## config.mk

```make
export PLATFORM = sky130hd
export DESIGN_NAME = key_note_sequencer_flat
export DESIGN_NICKNAME = d
export VERILOG_FILES = /design/src/rtl/key_note_sequencer_if.sv /design/src/rtl/key_note_sequencer.sv /design/src/flat_wrapper.sv
export SDC_FILE = /design/constraint.sdc
export NUM_CORES = 2
export LEC_CHECK = 0
export CAP_MARGIN = 10
export CORE_MARGIN = 2
export CORE_UTILIZATION = 30
export DETAILED_ROUTE_END_ITERATION = 10
export PLACE_DENSITY = 0.56
export SLEW_MARGIN = 20
export SYNTH_ARGS = -nofsm -noshare
export SYNTH_HDL_FRONTEND = slang
export SYNTH_SLANG_ARGS = --single-unit
```

## constraint.sdc

```tcl
create_clock -name clk -period 10.7 [get_ports clk]
set_input_delay 1.605 -clock clk [delete_from_list [all_inputs] [get_ports clk]]
set_output_delay 1.605 -clock clk [all_outputs]
set_load 0.02 [all_outputs]
```

## src/rtl/key_note_sequencer_if.sv

```systemverilog
// Control and status bundle between the piano front end and the key/note sequencer.
// The sequencer sits on the slave side; the front end (or a bench) drives the master side.
interface key_note_sequencer_if #(
  parameter int NUM_KEYS = 48,
  parameter int IDX_W    = 6,
  parameter int ADDR_W   = 9
);
  logic [NUM_KEYS-1:0] keys;
  logic                rec_start;
  logic                play_start;
  logic                stop;
  logic                loop_en;
  logic [IDX_W-1:0]    note_idx;
  logic                playing;
  logic                recording;
  logic [ADDR_W-1:0]   beat_num;
  logic [ADDR_W:0]     rec_len;
  logic                done;

  modport master (
    output keys, rec_start, play_start, stop, loop_en,
    input  note_idx, playing, recording, beat_num, rec_len, done
  );

  modport slave (
    input  keys, rec_start, play_start, stop, loop_en,
    output note_idx, playing, recording, beat_num, rec_len, done
  );
endinterface

```

## src/rtl/key_note_sequencer.sv

```systemverilog
// Live key encoder plus beat-quantised note recorder/player.
// One note index is stored per beat and replayed once or looping.
module key_note_sequencer #(
  parameter int NUM_KEYS    = 48,
  parameter int DEPTH       = 512,
  parameter int BEAT_CYCLES = 12_500_000,
  parameter int IDX_W       = 6,
  parameter int ADDR_W      = 9
) (
  input logic                 clk,
  input logic                 reset,
  key_note_sequencer_if.slave bus
);

  localparam int CNT_W = $clog2(BEAT_CYCLES);

  typedef enum logic [1:0] {
    IDLE   = 2'd0,
    RECORD = 2'd1,
    PLAY   = 2'd2
  } state_t;

  state_t              state;
  logic [NUM_KEYS-1:0] keys_q;
  logic [IDX_W-1:0]    live_idx;
  logic [IDX_W-1:0]    rd_data;
  logic [IDX_W-1:0]    note_q;
  logic                play_d;
  logic [CNT_W-1:0]    cnt;
  logic [ADDR_W-1:0]   ptr;
  logic [ADDR_W:0]     rec_len_q;
  logic                done_q;
  logic                tick;
  logic                wr_en;
  logic                last_slot;
  logic [IDX_W-1:0]    mem [DEPTH];

  // Lowest set key wins; no key pressed encodes as the rest index NUM_KEYS.
  function automatic logic [IDX_W-1:0] encode(input logic [NUM_KEYS-1:0] k);
    logic [IDX_W-1:0] idx;
    idx = IDX_W'(NUM_KEYS);
    for (int i = NUM_KEYS - 1; i >= 0; i--) begin
      if (k[i]) idx = IDX_W'(i);
    end
    return idx;
  endfunction

  assign tick      = (state != IDLE) && (cnt == CNT_W'(BEAT_CYCLES - 1));
  // A beat that ends together with a stop or restart command is discarded.
  assign wr_en     = (state == RECORD) && tick && !bus.stop && !bus.rec_start;
  assign last_slot = ({1'b0, ptr} == (rec_len_q - (ADDR_W + 1)'(1)));

  // Input register, encoder register and output mux; play_d delays the
  // live/playback switch so it lines up with the one-cycle RAM read.
  always_ff @(posedge clk or negedge reset) begin
    if (!reset) begin
      keys_q   <= '0;
      live_idx <= IDX_W'(NUM_KEYS);
      play_d   <= 1'b0;
      note_q   <= IDX_W'(NUM_KEYS);
    end else begin
      keys_q   <= bus.keys;
      live_idx <= encode(keys_q);
      play_d   <= (state == PLAY);
      note_q   <= play_d ? rd_data : encode(keys_q);
    end
  end

  // Note memory: no reset so it maps onto block RAM.
  always_ff @(posedge clk) begin
    if (wr_en) mem[ptr] <= live_idx;
    rd_data <= mem[ptr];
  end

  // Sequencer FSM with beat counter, slot pointer and recording length.
  always_ff @(posedge clk or negedge reset) begin
    if (!reset) begin
      state     <= IDLE;
      cnt       <= '0;
      ptr       <= '0;
      rec_len_q <= '0;
      done_q    <= 1'b0;
    end else begin
      done_q <= 1'b0;
      if (bus.stop) begin
        if (state == RECORD) rec_len_q <= {1'b0, ptr};
        else                 rec_len_q <= rec_len_q;
        state <= IDLE;
        cnt   <= '0;
        ptr   <= '0;
      end else if (bus.rec_start) begin
        state     <= RECORD;
        cnt       <= '0;
        ptr       <= '0;
        rec_len_q <= '0;
      end else if (bus.play_start && (state != RECORD) && (rec_len_q != '0)) begin
        state <= PLAY;
        cnt   <= '0;
        ptr   <= '0;
      end else begin
        case (state)
          IDLE: begin
            cnt <= '0;
            ptr <= '0;
          end
          RECORD: begin
            if (tick) begin
              cnt <= '0;
              if (ptr == ADDR_W'(DEPTH - 1)) begin
                rec_len_q <= (ADDR_W + 1)'(DEPTH);
                state     <= IDLE;
                ptr       <= '0;
              end else begin
                ptr <= ptr + ADDR_W'(1);
              end
            end else begin
              cnt <= cnt + CNT_W'(1);
            end
          end
          PLAY: begin
            if (tick) begin
              cnt <= '0;
              if (last_slot) begin
                ptr <= '0;
                if (!bus.loop_en) begin
                  state  <= IDLE;
                  done_q <= 1'b1;
                end else begin
                  state <= PLAY;
                end
              end else begin
                ptr <= ptr + ADDR_W'(1);
              end
            end else begin
              cnt <= cnt + CNT_W'(1);
            end
          end
          default: begin
            state <= IDLE;
            cnt   <= '0;
            ptr   <= '0;
          end
        endcase
      end
    end
  end

  assign bus.note_idx  = note_q;
  assign bus.playing   = (state == PLAY);
  assign bus.recording = (state == RECORD);
  assign bus.beat_num  = ptr;
  assign bus.rec_len   = rec_len_q;
  assign bus.done      = done_q;

endmodule

```

## src/flat_wrapper.sv

```systemverilog
// flat-port wrapper written by rule: the top's interface ports become plain ports
module key_note_sequencer_flat 
#(
  parameter int NUM_KEYS    = 48,
  parameter int DEPTH       = 512,
  parameter int BEAT_CYCLES = 12_500_000,
  parameter int IDX_W       = 6,
  parameter int ADDR_W      = 9
)
  (clk, reset, bus_keys, bus_rec_start, bus_play_start, bus_stop, bus_loop_en, bus_note_idx, bus_playing, bus_recording, bus_beat_num, bus_rec_len, bus_done);
  key_note_sequencer_if #(.NUM_KEYS(NUM_KEYS), .IDX_W(IDX_W), .ADDR_W(ADDR_W)) bus_i ();
  input logic clk;
  input logic reset;
  input wire logic [$bits(bus_i.keys)-1:0] bus_keys;
  input wire logic [$bits(bus_i.rec_start)-1:0] bus_rec_start;
  input wire logic [$bits(bus_i.play_start)-1:0] bus_play_start;
  input wire logic [$bits(bus_i.stop)-1:0] bus_stop;
  input wire logic [$bits(bus_i.loop_en)-1:0] bus_loop_en;
  output wire logic [$bits(bus_i.note_idx)-1:0] bus_note_idx;
  output wire logic [$bits(bus_i.playing)-1:0] bus_playing;
  output wire logic [$bits(bus_i.recording)-1:0] bus_recording;
  output wire logic [$bits(bus_i.beat_num)-1:0] bus_beat_num;
  output wire logic [$bits(bus_i.rec_len)-1:0] bus_rec_len;
  output wire logic [$bits(bus_i.done)-1:0] bus_done;
  assign bus_i.keys = bus_keys;
  assign bus_i.rec_start = bus_rec_start;
  assign bus_i.play_start = bus_play_start;
  assign bus_i.stop = bus_stop;
  assign bus_i.loop_en = bus_loop_en;
  assign bus_note_idx = bus_i.note_idx;
  assign bus_playing = bus_i.playing;
  assign bus_recording = bus_i.recording;
  assign bus_beat_num = bus_i.beat_num;
  assign bus_rec_len = bus_i.rec_len;
  assign bus_done = bus_i.done;
  key_note_sequencer #(.NUM_KEYS(NUM_KEYS), .DEPTH(DEPTH), .BEAT_CYCLES(BEAT_CYCLES), .IDX_W(IDX_W), .ADDR_W(ADDR_W)) u_core (.clk(clk), .reset(reset), .bus(bus_i));
endmodule
```

==> flow_summary_export.csv <==
group,metric,value,unit
outcome,status,"finished, final reports clean",
setup_path,end_kind,"output pin",
die,core,0.4131,sq mm
clocking,cts_tree,"yes",
synth,synth.distinct_cells,71,
setup_path,crit_fanout,108,
grt,use_met1,22.73,%
clocking,cts_made_buffers,329,
grt,grt.busiest_layer,"met2",
setup_path,cp.required,9100,ps
power_and_ir_drop,power_leakage,0.03539,uW
synth,avgSynthCellArea,20.69,sq um
synth,ys.warnings.count,0,
power_and_ir_drop,power.switching,5025,uW
setup_path,critPathLaunchType,"flip-flop",
clocking,cts_resized,0,
setup_path,path_delay_family,"buffers and inverters",
worst_hold_path,hold_path_class,"flip-flop to flip-flop",
placement,port_buffers,81,
clocking,cts_buffer_depth,4,
grt,grt_util_all_layers,16.57,%
synth,synth_top_area_share,74.13,%
clocking,cts_root_buf,"clkbuf_16",
power_and_ir_drop,internal-power,20250,uW
synth,yosysTopAreaCell,"edfxtp_1",
final_layout,nFillCells,37994,
drt,totalWireLength,355.0,mm
setup_path,path_buf_inv,3,
power_and_ir_drop,p_comb_share,1.3,%
drt,vias,62506,
clocking,cts_hold_buf,0,
grt,met2_usage,25.96,%
drt,viasPerCell,5.230,
placement,dp_hpwl,216.0,mm
grt,antenna_found_initial,23,
final_layout,fin_nets,6283,
drt,antenna_left,0,
die,fp.dieH,648.1,um
die,io_pins,82,
setup_path,worstPathCellList,"buf_12 > buf_4 > clkdlybuf4s50_1",
sta,period_minus_slack,5701,ps
drt,avgRoutedWirePerCell,29.70,um
setup_path,worstPathArrival,4100,ps
power_and_ir_drop,swShare,19.88,%
drt,drt_iter0_markers,7993,
synth,synth_edf_count,3072,
synth,async_flop_share,3.359,%
placement,dp.cells,11361,
clocking,clkLatencyLatePin,910,ps
die,chipWidth,648.1,um
die,row_count,236,
grt,grt_pass1_vias,63164,
power_and_ir_drop,powerDensity,177.4,mW/mm^2
final_layout,drive_gt1_share,23.07,%
final_layout,area_growth,14.52,%
clocking,post-cts-setup-buffer-count,0,
clocking,cts.sinks,3185,
sta,rsz0062_at_grt,"no",
drt,dr.pass1.iters,5,
run,cap_violations,0,
grt,gr-total-overflow,0,
power_and_ir_drop,seqPwrFrac,53.9,%
synth,ys_seq_area_share,76.38,%
die,dieArea,0.4200,sq mm
sta,hold_violations,0,
power_and_ir_drop,ir_drop,0.0001214,V
sta,fmax,0.1754,GHz
synth,synth_area,0.1244,sq mm
sta,drv_slew,0,
sta,relSlewSlack,18.70,%
sta,fin_tns_setup,0,ps
synth,syn_nets,6080,
synth,yosys_most_used_dff,"edfxtp_1",
sta,finalSetupViolCount,0,
placement,gp_congestion,0.8845,
clocking,cts.clk_slew.worst_paths,70,ps
sta,tightest_slew,1219,ps
drt,drc_errors,0,
synth,syn_inst,6015,
synth,ys_ff_latch,3185,
grt,grt_max_degree,172,
clocking,htree_num_levels,5,
setup_path,cp_slowest_cell,"dfrtp_4",
grt,grt_pass1_wl,498.2,mm
sta,fin_skew,72.63,ps
sta,min_period_over_period,53.28,%
synth,yosys-top-cells-area,"edfxtp_1, mux4_2, dfrtp_1",
die,initial_core_util,30.12,%
setup_path,worstSetupPathType,"flip-flop to output pin",
final_layout,stdcell_count,11952,
setup_path,crit_path_max_incr_delay,790,ps
power_and_ir_drop,clkPwrFrac,44.8,%
grt,met3_usage,3.744,%
==> layout by cell type (no fill, tap or decap), types with 33 or more instances in the layout <==
cell,netlist,routed
inv_1,34,34
o21ai_0,43,42
clkbuf_16,0,334
clkdlybuf4s50_1,0,80
mux4_2,798,798
clkinv_1,2,76
edfxtp_1,3072,3072
dfrtp_1,103,91
a22oi_1,117,117
mux2i_1,198,198
clkinv_2,0,50
buf_4,33,125
nor2_1,611,603
nand3_1,88,87
bufinv_16,0,33
clkbuf_1,141,55
a21oi_1,45,45
nand2_1,154,138
==> area by class of cell <==
type                            instances  area (sq um)  area share [%]
Inverter                               37         138.9         0.09745
Antenna cell                            5         12.51        0.008779
Clock buffer                          393          8620           6.048
Tap cell                             5474          6849           4.806
Multi-Input combinational cell       2441         27770           19.49
Sequential cell                      3185         95090           66.73
Clock inverter                        193          1923           1.349
Timing Repair Buffer                  224          2110           1.480
==> Yosys cell counts, types with 4 or more instances <==
cell and n:
a22oi_1 117, a2111oi_0 12, o221ai_1 10, o22ai_1 16
dfstp_2 4, ha_1 11, and2_1 7, a21oi_1 45
o32ai_1 4, mux2i_1 198, mux4_2 798, nand4_1 26
a31oi_1 18, a211oi_1 26, o21ai_0 43, xor2_1 21
and3_1 10, inv_1 34, buf_2 116, mux2_2 26
a22o_1 15, nand3_1 88, nor2b_1 15, a311oi_1 5
clkbuf_1 141, buf_4 33, buf_6 9, o31ai_1 11
nand2b_1 12, buf_1 53, nor4_1 22, edfxtp_1 3072
o211ai_1 4, nor2_1 611, nand3b_1 4, nand2_1 154
or4_1 5, nor3_1 30, xnor2_1 11, a221oi_1 14
dfrtp_1 103, dfxtp_1 6
==> stage by stage <==
stage                     hold slack [ps]  cell area [sq um]  util [%]  power, uW  worst slack (ps)
final                               484.4             142500     34.50      25280              4999
after detailed placement            478.4             131900     31.94      14220              4782
after global routing                510.2             142500     34.50      25950              4750
after CTS                           485.8             142500     34.49      25450              4897
after floorplan                     430.5             124400         -      14110              3249
after global placement              473.5             131900     31.93      14210              4753
==> flip-flops by register name, summed over array words and instances, names as in the netlist, 2 cells and up <==
signal,cells
u_core.rd_data,6
u_core.mem,3072
u_core.bus.note_idx,6
u_core.keys_q,48
u_core.live_idx,6
u_core.bus.beat_num,9
u_core.cnt,24
u_core.state,2
u_core.bus.rec_len,10
==> power groups by stage <==
stage               Clock [uW]  Combinational [uW]  Sequential [uW]
floorplan                    0                 130            14000
global placement             0                 327            13900
CTS                      11500                 332            13600
finish                   11300                 326            13600
global route             12000                 352            13600
detailed placement           0                 332            13900
==> layer usage <==
| layer | vias to the layer above | share of wire, % |
|---|---|---|
| met4 | 6 | 3.7 |
| met3 | 588 | 9.1 |
| met2 | 3046 | 46 |
| met5 | - | 0.013 |
| li1 | 25275 | - |
| met1 | 33591 | 41 |
==> worst reg2reg max path, cell delays in order (launching register included) <==
cell and delay (ps):
dfrtp_4 720, buf_4 660, buf_4 900, mux4_2 700, mux4_2 600, a22o_1 250
a221oi_1 560, nand4_1 290, a2111oi_0 610, nand3_1 150
==> cells by family (layout without fill, tap and decap cells) <==
kind of cell	Yosys count	in the layout	synth area share, %
xor gates and xnor gates	32	32	0.2252
other	0	5	0
DFF	3185	3185	76.38
adders and majority gates	11	11	0.1106
AOI/OAI and AO/OA	375	375	2.161
and+or+nand+nor	1001	1001	3.410
muxes	1022	1022	16.27
buffers and inverters	389	847	1.444
==> worst paths after layout <==
check	startpoint	end	slack, ps	cells past startpoint
min in group asynchronous	reset	u_core.keys_q[47]	780	1
worst min-delay path	u_core.cnt[0]	u_core.cnt[0]	480	1
worst max register to register	u_core.bus.beat_num[0]	u_core.rd_data[1]	5120	9
worst max-delay path	u_core.bus.beat_num[1]	bus_beat_num[1]	5000	3
max in group asynchronous	reset	u_core.live_idx[3]	8580	2
worst min register to register	u_core.cnt[0]	u_core.cnt[0]	480	1
Power figures use the tool's default switching activity.
